==> src/rtl/udp_tx_framer.sv <==
// UDP/IPv4/Ethernet transmit framer: one 42-byte header beat, then the payload passed through.
// Optional macro UDP_TX_IPCSUM_EN adds a one-cycle CSUM state that fills in the IPv4 header checksum.
module udp_tx_framer #(
  parameter logic [47:0] SRC_MAC  = 48'h02_00_00_00_00_01,
  parameter logic [31:0] SRC_IP   = 32'hC0A8_0001,
  parameter logic [15:0] SRC_PORT = 16'd5000,
  parameter logic [7:0]  TTL      = 8'd64
) (
  input  logic         clk,
  input  logic         rst,
  input  logic         req_valid,
  output logic         req_ready,
  input  logic [47:0]  req_dst_mac,
  input  logic [31:0]  req_dst_ip,
  input  logic [15:0]  req_dst_port,
  input  logic [15:0]  req_len,
  input  logic [511:0] in_data,
  input  logic [63:0]  in_keep,
  input  logic         in_last,
  input  logic         in_valid,
  output logic         in_ready,
  output logic [511:0] out_data,
  output logic [63:0]  out_keep,
  output logic         out_last,
  output logic         out_valid,
  input  logic         out_ready,
  output logic [31:0]  frames_sent,
  output logic         len_err
);
  localparam int DATA_W = 512;
  localparam int KEEP_W = 64;
  localparam logic [KEEP_W-1:0] HDR_KEEP = 64'h0000_03FF_FFFF_FFFF;

  typedef enum logic [1:0] {S_IDLE, S_CSUM, S_HDR, S_PAY} state_t;

  state_t             r_state;
  state_t             w_next;
  logic [47:0]        r_dst_mac;
  logic [31:0]        r_dst_ip;
  logic [15:0]        r_dst_port;
  logic [15:0]        r_len;
  logic [15:0]        r_id;
  logic [15:0]        r_byte_cnt;
  logic [31:0]        r_frames;
  logic               r_len_err;
  logic [15:0]        w_csum;
  logic [DATA_W-1:0]  w_hdr_base;
  logic [DATA_W-1:0]  w_hdr;
  logic               w_accept;
  logic               w_beat_xfer;
  logic [15:0]        w_byte_total;

  function automatic logic [6:0] popcount(input logic [KEEP_W-1:0] keep);
    logic [6:0] cnt;
    cnt = '0;
    for (int i = 0; i < KEEP_W; i++) cnt = cnt + {6'd0, keep[i]};
    return cnt;
  endfunction

  assign w_accept     = (r_state == S_IDLE) && req_valid;
  assign w_beat_xfer  = (r_state == S_PAY) && in_valid && out_ready;
  assign w_byte_total = r_byte_cnt + {9'd0, popcount(in_keep)};

  always_ff @(posedge clk or posedge rst) begin
    if (rst) r_state <= S_IDLE;
    else     r_state <= w_next;
  end

  always_comb begin
    w_next = r_state;
    case (r_state)
      S_IDLE: if (req_valid) begin
`ifdef UDP_TX_IPCSUM_EN
        w_next = S_CSUM;
`else
        w_next = S_HDR;
`endif
      end
      S_CSUM: w_next = S_HDR;
      S_HDR:  if (out_ready) w_next = (r_len == 16'd0) ? S_IDLE : S_PAY;
      S_PAY:  if (in_valid && out_ready && in_last) w_next = S_IDLE;
      default: w_next = S_IDLE;
    endcase
  end

  always_comb begin
    req_ready = 1'b0;
    in_ready  = 1'b0;
    out_valid = 1'b0;
    out_last  = 1'b0;
    out_keep  = '0;
    out_data  = '0;
    case (r_state)
      S_IDLE: req_ready = 1'b1;
      S_HDR: begin
        out_valid = 1'b1;
        out_keep  = HDR_KEEP;
        out_last  = (r_len == 16'd0);
        out_data  = w_hdr;
      end
      S_PAY: begin
        out_valid = in_valid;
        out_keep  = in_keep;
        out_last  = in_last;
        out_data  = in_data;
        in_ready  = out_ready;
      end
      default: ;
    endcase
  end

  // Request fields hold the header steady through any output stall.
  always_ff @(posedge clk) begin
    if (w_accept) begin
      r_dst_mac  <= req_dst_mac;
      r_dst_ip   <= req_dst_ip;
      r_dst_port <= req_dst_port;
      r_len      <= req_len;
    end
  end

  always_ff @(posedge clk or posedge rst) begin
    if (rst) begin
      r_id       <= '0;
      r_byte_cnt <= '0;
      r_frames   <= '0;
      r_len_err  <= 1'b0;
    end else begin
      if (r_state == S_HDR && out_ready) r_id <= r_id + 16'd1;
      if (w_accept)         r_byte_cnt <= '0;
      else if (w_beat_xfer) r_byte_cnt <= w_byte_total;
      if (out_valid && out_ready && out_last) r_frames <= r_frames + 32'd1;
      r_len_err <= w_beat_xfer && in_last && (w_byte_total != r_len);
    end
  end

  always_comb begin
    w_hdr_base            = '0;
    w_hdr_base[47:0]      = r_dst_mac;
    w_hdr_base[95:48]     = SRC_MAC;
    w_hdr_base[111:96]    = 16'h0800;
    w_hdr_base[115:112]   = 4'd4;
    w_hdr_base[119:116]   = 4'd5;
    w_hdr_base[143:128]   = r_len + 16'd28;
    w_hdr_base[159:144]   = r_id;
    w_hdr_base[183:176]   = TTL;
    w_hdr_base[191:184]   = 8'd17;
    w_hdr_base[239:208]   = SRC_IP;
    w_hdr_base[271:240]   = r_dst_ip;
    w_hdr_base[287:272]   = SRC_PORT;
    w_hdr_base[303:288]   = r_dst_port;
    w_hdr_base[319:304]   = r_len + 16'd8;
    w_hdr                 = w_hdr_base;
    w_hdr[207:192]        = w_csum;
  end

`ifdef UDP_TX_IPCSUM_EN
  logic [15:0] r_csum;

  // Ten 16-bit words of the IPv4 header (bits 271:112), end-around carry folded twice.
  function automatic logic [15:0] ip_csum(input logic [159:0] ip);
    logic [19:0] sum;
    sum = '0;
    for (int k = 0; k < 10; k++) sum = sum + {4'd0, ip[16*k +: 16]};
    sum = {4'd0, sum[15:0]} + {16'd0, sum[19:16]};
    sum = {4'd0, sum[15:0]} + {16'd0, sum[19:16]};
    return ~sum[15:0];
  endfunction

  always_ff @(posedge clk) begin
    if (r_state == S_CSUM) r_csum <= ip_csum(w_hdr_base[271:112]);
  end
  assign w_csum = r_csum;
`else
  assign w_csum = 16'h0000;
`endif

  assign frames_sent = r_frames;
  assign len_err     = r_len_err;
endmodule

==> config.mk <==
export PLATFORM = sky130hd
export DESIGN_NAME = udp_tx_framer
export DESIGN_NICKNAME = d
export VERILOG_FILES = /design/src/rtl/udp_tx_framer.sv
export SDC_FILE = /design/constraint.sdc
export NUM_CORES = 1
export LEC_CHECK = 0
export CORE_AREA = 2 2 515 517
export CTS_BUF_LIST = sky130_fd_sc_hd__clkbuf_4 sky130_fd_sc_hd__clkbuf_8
export DETAILED_ROUTE_END_ITERATION = 7
export DIE_AREA = 0 0 517 519
export RECOVER_POWER = 25
export SYNTH_ARGS = -nofsm -noshare
export SYNTH_HDL_FRONTEND = slang
export SYNTH_SLANG_ARGS = --single-unit
==> constraint.sdc <==
create_clock -name clk -period 10.45 [get_ports clk]
set_clock_uncertainty 0.05 [all_clocks]
set_input_delay 2.09 -clock clk [delete_from_list [all_inputs] [get_ports clk]]
set_output_delay 2.09 -clock clk [all_outputs]
set_load 0.005 [all_outputs]
; Yosys cells after proc, flatten, opt, wreduce, memory -nomap -nowiden
; Index checks and enable logic that the tools add are counted.
[totals]
out_inout_bits = 613
register_bits = 179
[classes]
add_sub_neg = 68
eq_ne = 7
muxes = 13
n_reduce_logical = 14
[op_table]
columns = op, n
row1 = case mux 512 bit (2 select lines), 1
row2 = adder 7 x 1 -> 7 bit, 57
row3 = case mux 64 bit (2 select lines), 1
row4 = adder 32 x 1 -> 32 bit (second input constant), 1
row5 = two-way mux 16 bit, 2
row6 = adder 16 x 1 -> 16 bit (second input constant), 1
row7 = adder 16 x 4 -> 16 bit (second input constant), 1
row8 = adder 16 x 5 -> 16 bit (second input constant), 1
row9 = adder 16 x 7 -> 16 bit, 1
row10 = logical NOT 16 bit, 1
row11 = != test 16 bit, 1
row12 = logical AND 1 bit, 10
row13 = two-way mux 2 bit, 4
row14 = case mux 2 bit (4 select lines), 1
row15 = adder 6 x 1 -> 7 bit, 1
row16 = adder 5 x 1 -> 6 bit, 1
row17 = adder 4 x 1 -> 5 bit, 1
row18 = adder 3 x 1 -> 4 bit, 1
row19 = equality test 2 bit (second input constant), 2
row20 = != test 2 bit (second input constant), 2
row21 = case mux 1 bit (2 select lines), 2
row22 = adder 2 x 1 -> 3 bit, 1
row23 = AND reduction 3 bit, 1
row24 = adder 1 x 1 -> 2 bit, 1
row25 = other kinds (5), 6

; Longest topological paths before layout
[depth]
depth_word = 66
ltp_mapped = 23
ltp_nobuf = 23

; Worst setup path after synthesis
; No wires, ideal clock.
[synth_path]
path_kind = input-to-reg
startpoint = input port in_keep[35]
endpoint = register r_len_err, in the netlist len_err
stages = 23
t_arrival_ns = 8.216
path_buffers = 0
path_slack_ns = 2.102
path_cell_list = inv_1 fa_1 inv_1 fa_1 fa_1 inv_1 fa_1 inv_1 fa_1 fa_1 fa_1 inv_1 fa_1 inv_1 ha_1 or2_2 o221ai_1 nand2_1 a41oi_2 mux2_2 mux2i_1 nor4_1 a31oi_1
[synth_between]
elab_chain_cells = 32
[synth_lines]
columns = element, line
row1 = start: declaration, 18  ; input logic [63:0] in_keep,
row2 = adder 7 x 1 -> 7 bit (29 in series), 56  ; for (int i = 0; i < KEEP_W; i++) cnt = cnt + {6'd0, keep[i]};
row3 = adder 16 x 7 -> 16 bit, 62  ; assign w_byte_total = r_byte_cnt + {9'd0, popcount(in_keep)};
row4 = != test 16 bit, 133  ; r_len_err <= w_beat_xfer && in_last && (w_byte_total != r_len);
row5 = logical AND 1 bit, 133
row6 = end signal: assignment, 133
row7 = end: declaration, 45  ; logic r_len_err;
; Every way passes these cells.
; A chain may end at the register's enable or synchronous reset.

; Worst setup path in the final report
[layout_path]
startpoint = input port in_keep[47]
endpoint = register r_len_err, in the netlist len_err
[layout_between]
elab_chain_cells = 20
[layout_lines]
columns = element, line
row1 = adder 7 x 1 -> 7 bit (17 in series), 56
row2 = adder 16 x 7 -> 16 bit, 62
row3 = != test 16 bit, 133
row4 = logical AND 1 bit, 133
; Every way passes these cells.

==> results <==
-- flip-flops by register name (all words and copies together) (netlist names) --
signal and count:
len_err 1, r_id 16, r_dst_port 16, frames_sent 32, r_dst_mac 48, r_len 16, r_state 2, r_dst_ip 32
r_byte_cnt 16
-- critical path: cells and delay by family --
| family | cells | cell delay, ns |
|---|---|---|
| compound gates | 3 | 0.95 |
| simple gates | 3 | 0.74 |
| buf+inv | 7 | 0.93 |
| fa+ha+maj | 9 | 4.48 |
| mux | 2 | 0.31 |
-- through the flow --
step	power, mW	setup WS (ns)	util (%)
3_3_place_gp	6.85	0.781	12.2
5_1_grt	8.12	1.13	12.4
4_1_cts	7.53	1.54	12.4
3_5_place_dp	6.86	0.765	12.2
6_report	7.43	1.44	12.4
2_1_floorplan	4.29	2.10	-
-- layout make-up --
class,instances,area [um^2],share of cell area [%]
Sequential cell,179,5050,15.5
Clock inverter,12,168,0.514
Inverter,113,427,1.31
Multi-Input combinational cell,1199,8940,27.4
Antenna cell,38,95.1,0.292
Timing Repair Buffer,1326,13200,40.6
Tap cell,3533,4420,13.6
Clock buffer,20,256,0.787
-- cells by family after synthesis --
group / Yosys count / synth area share (%)
AND/OR/NAND/NOR: 745 / 29.1
buffers and inverters: 269 / 6.92
flip-flops: 179 / 33.5
AO/OA/AOI/OAI: 151 / 6.78
multiplexers: 119 / 7.94
XOR/XNOR: 94 / 5.47
adder cells (fa/ha/maj): 90 / 10.3
-- final timing paths --
check	start	endpoint	slack [ns]
max	in_keep[47]	len_err	1.44
min	r_id[15]	r_id[15]	0.44
max reg2reg	r_byte_cnt[0]	len_err	3.80
min reg2reg	r_id[15]	r_id[15]	0.44
max in group asynchronous	rst	r_state[0]	3.74
min in group asynchronous	rst	frames_sent[15]	2.02
-- power by group --
part	switching [mW]	internal, mW	total [mW]
Clock	0.351	0.251	0.602
Combinational	3.41	2.56	5.97
Sequential	0.0517	0.799	0.851
-- routing by layer --
layer / vias up / track usage (%) / wire [um]
met1: 8876 / 16.9 / 81200
li1: 8053 / - / -
met4: 36 / 6.74 / 10100
met2: 1271 / 23.9 / 94100
met3: 289 / 8.37 / 28000
met5: - / 0 / 220
-- Yosys cell counts (3+ instances only) --
cell,number
a21boi_0,44
a21oi_1,8
a31oi_1,5
and2_1,31
and3_1,379
and4_1,3
buf_1,11
buf_2,4
buf_6,3
clkbuf_1,137
dfrtp_1,67
edfxtp_1,112
fa_1,56
ha_1,34
inv_1,113
mux2_2,3
mux2i_1,116
nand2_1,96
nand2b_1,3
nand3_1,22
nand4_1,15
nor2_1,40
nor2b_1,119
nor3_1,15
o21a_1,25
o21ai_0,48
o31ai_1,3
or2_2,4
or3_1,4
xnor2_1,50
xor2_1,44
==> flow_metrics.env <==
export IMPL_cts_sinks=179
export IMPL_routed_wirelength_um=214000
export IMPL_worst_path_most_repeated_cell="fa_1"
export IMPL_final_common_cell="clkdlybuf4s50_1"
export IMPL_synth_seq_cells=179
export IMPL_slowest_stage="fa_1"
export IMPL_gp_congestion=0.901
export IMPL_startpoint_type="input pin"
export IMPL_postSynthCellCount=1647
export IMPL_hold_depth=1
export IMPL_synth_top_area_cell="edfxtp_1"
export IMPL_drc=0
export IMPL_slew_headroom_pct=-155
export IMPL_die_x_um=517
export IMPL_drv_cap=2
export IMPL_fmax_mhz=111
export IMPL_track_usage_pct=15.3
export IMPL_wire_per_inst_um=33.3
export IMPL_violations="max-capacitance violations, max-slew violations"
export IMPL_slew_violations=96
export IMPL_drt_iter0_markers=1089
export IMPL_mostFrequentLayoutCells="clkdlybuf4s50_1, and3_1, dlygate4sd3_1"
export IMPL_clk_pin_slew_ns=0.17
export IMPL_cts_tree="done"
export IMPL_die_area_um2=268000
export IMPL_coreArea_um2=263000
export IMPL_crit_path_cell_trace="clkdlybuf4s50_1 -> inv_1 -> fa_1 -> inv_1 -> fa_1 -> fa_1 -> inv_1 -> fa_1 -> inv_1 -> fa_1 -> fa_1 -> fa_1 -> inv_1 -> fa_1 -> inv_1 -> ha_1 -> or2_2 -> o221ai_1 -> nand2_1 -> a41oi_2 -> mux2_2 -> mux2i_1 -> nor4_1 -> a31oi_1"
export IMPL_syn_avg_cell_area_um2=9.14
export IMPL_cts_resized=0
export IMPL_cp_max_fo=9
export IMPL_grt_overflow=0
export IMPL_hold_path_class="register to register"
export IMPL_viasPerCell=2.89
export IMPL_grt_max_degree=143
export IMPL_start_util_pct=5.71
export IMPL_worstPathRequired_ns=10.95
export IMPL_place_inst=6350
export IMPL_port_buffers=1306
export IMPL_post_cts_buffers=0
export IMPL_root_buffer="clkbuf_8"
export IMPL_grt_pass1_wl_um=253000
export IMPL_status="finished with violations"
export IMPL_drtPass1Iterations=5
export IMPL_power_per_cell_area_nw_per_um2=228
export IMPL_fin_cells=6420
export IMPL_setup_viol=0
export IMPL_setup_tns_ns=0
export IMPL_synth_edff_count=112
export IMPL_yosysWarningCount=0
export IMPL_peakVddDrop_mv=0.956
export IMPL_async_flop_share_pct=37.4
export IMPL_cp_arrival_ns=9.52
export IMPL_synth_nets=2431
export IMPL_synth_area_leaders="edfxtp_1, and3_1, dfrtp_1"
export IMPL_yosysSeqAreaShare_pct=33.5
export IMPL_synth_flop_cell="edfxtp_1"
export IMPL_io_pins=1307
export IMPL_period_minus_slack_ns=9.01
export IMPL_rsz0062_at_grt="no"
export IMPL_design_area_um2=32600
export IMPL_crit_path_max_incr_delay_ns=0.61
export IMPL_ant_nets=0
export IMPL_holdWs_ns=0.440
export IMPL_fin_crit_sh_pct=86.3
export IMPL_grt_antenna_before_repair=162
export IMPL_grt_pass1_vias=18800
export IMPL_die_height_um=519
export IMPL_drive_above_1_share_pct=2.49
export IMPL_hold_viol=0
export IMPL_n_fill_cell=30100
export IMPL_netlist_area_um2=15100
export IMPL_htreeDepth=4
export IMPL_r2r_cells=18
export IMPL_area_delta_synth_final_pct=117
export IMPL_worst_pin_slew_ns=3.83
export IMPL_layout_nets=3620
export IMPL_cts_path_max_buffers=2
export IMPL_leakagePower_nw=12.7
export IMPL_worst_setup_path_type="input pin to register"
export IMPL_clk_latency_ns=0.66
export IMPL_hpwlAfterDp_um=194000
export IMPL_cts_buffers=17
export IMPL_rows=189
export IMPL_cts_hold_buf=0
export IMPL_cp_end_kind="register"
export IMPL_placed_cell_area_um2=32100
export IMPL_synth_cell_types=57
export IMPL_via_count=18500
export IMPL_synth_top_cell_area_share_pct=22.3
No activity file was read; power rests on OpenSTA's default activity.
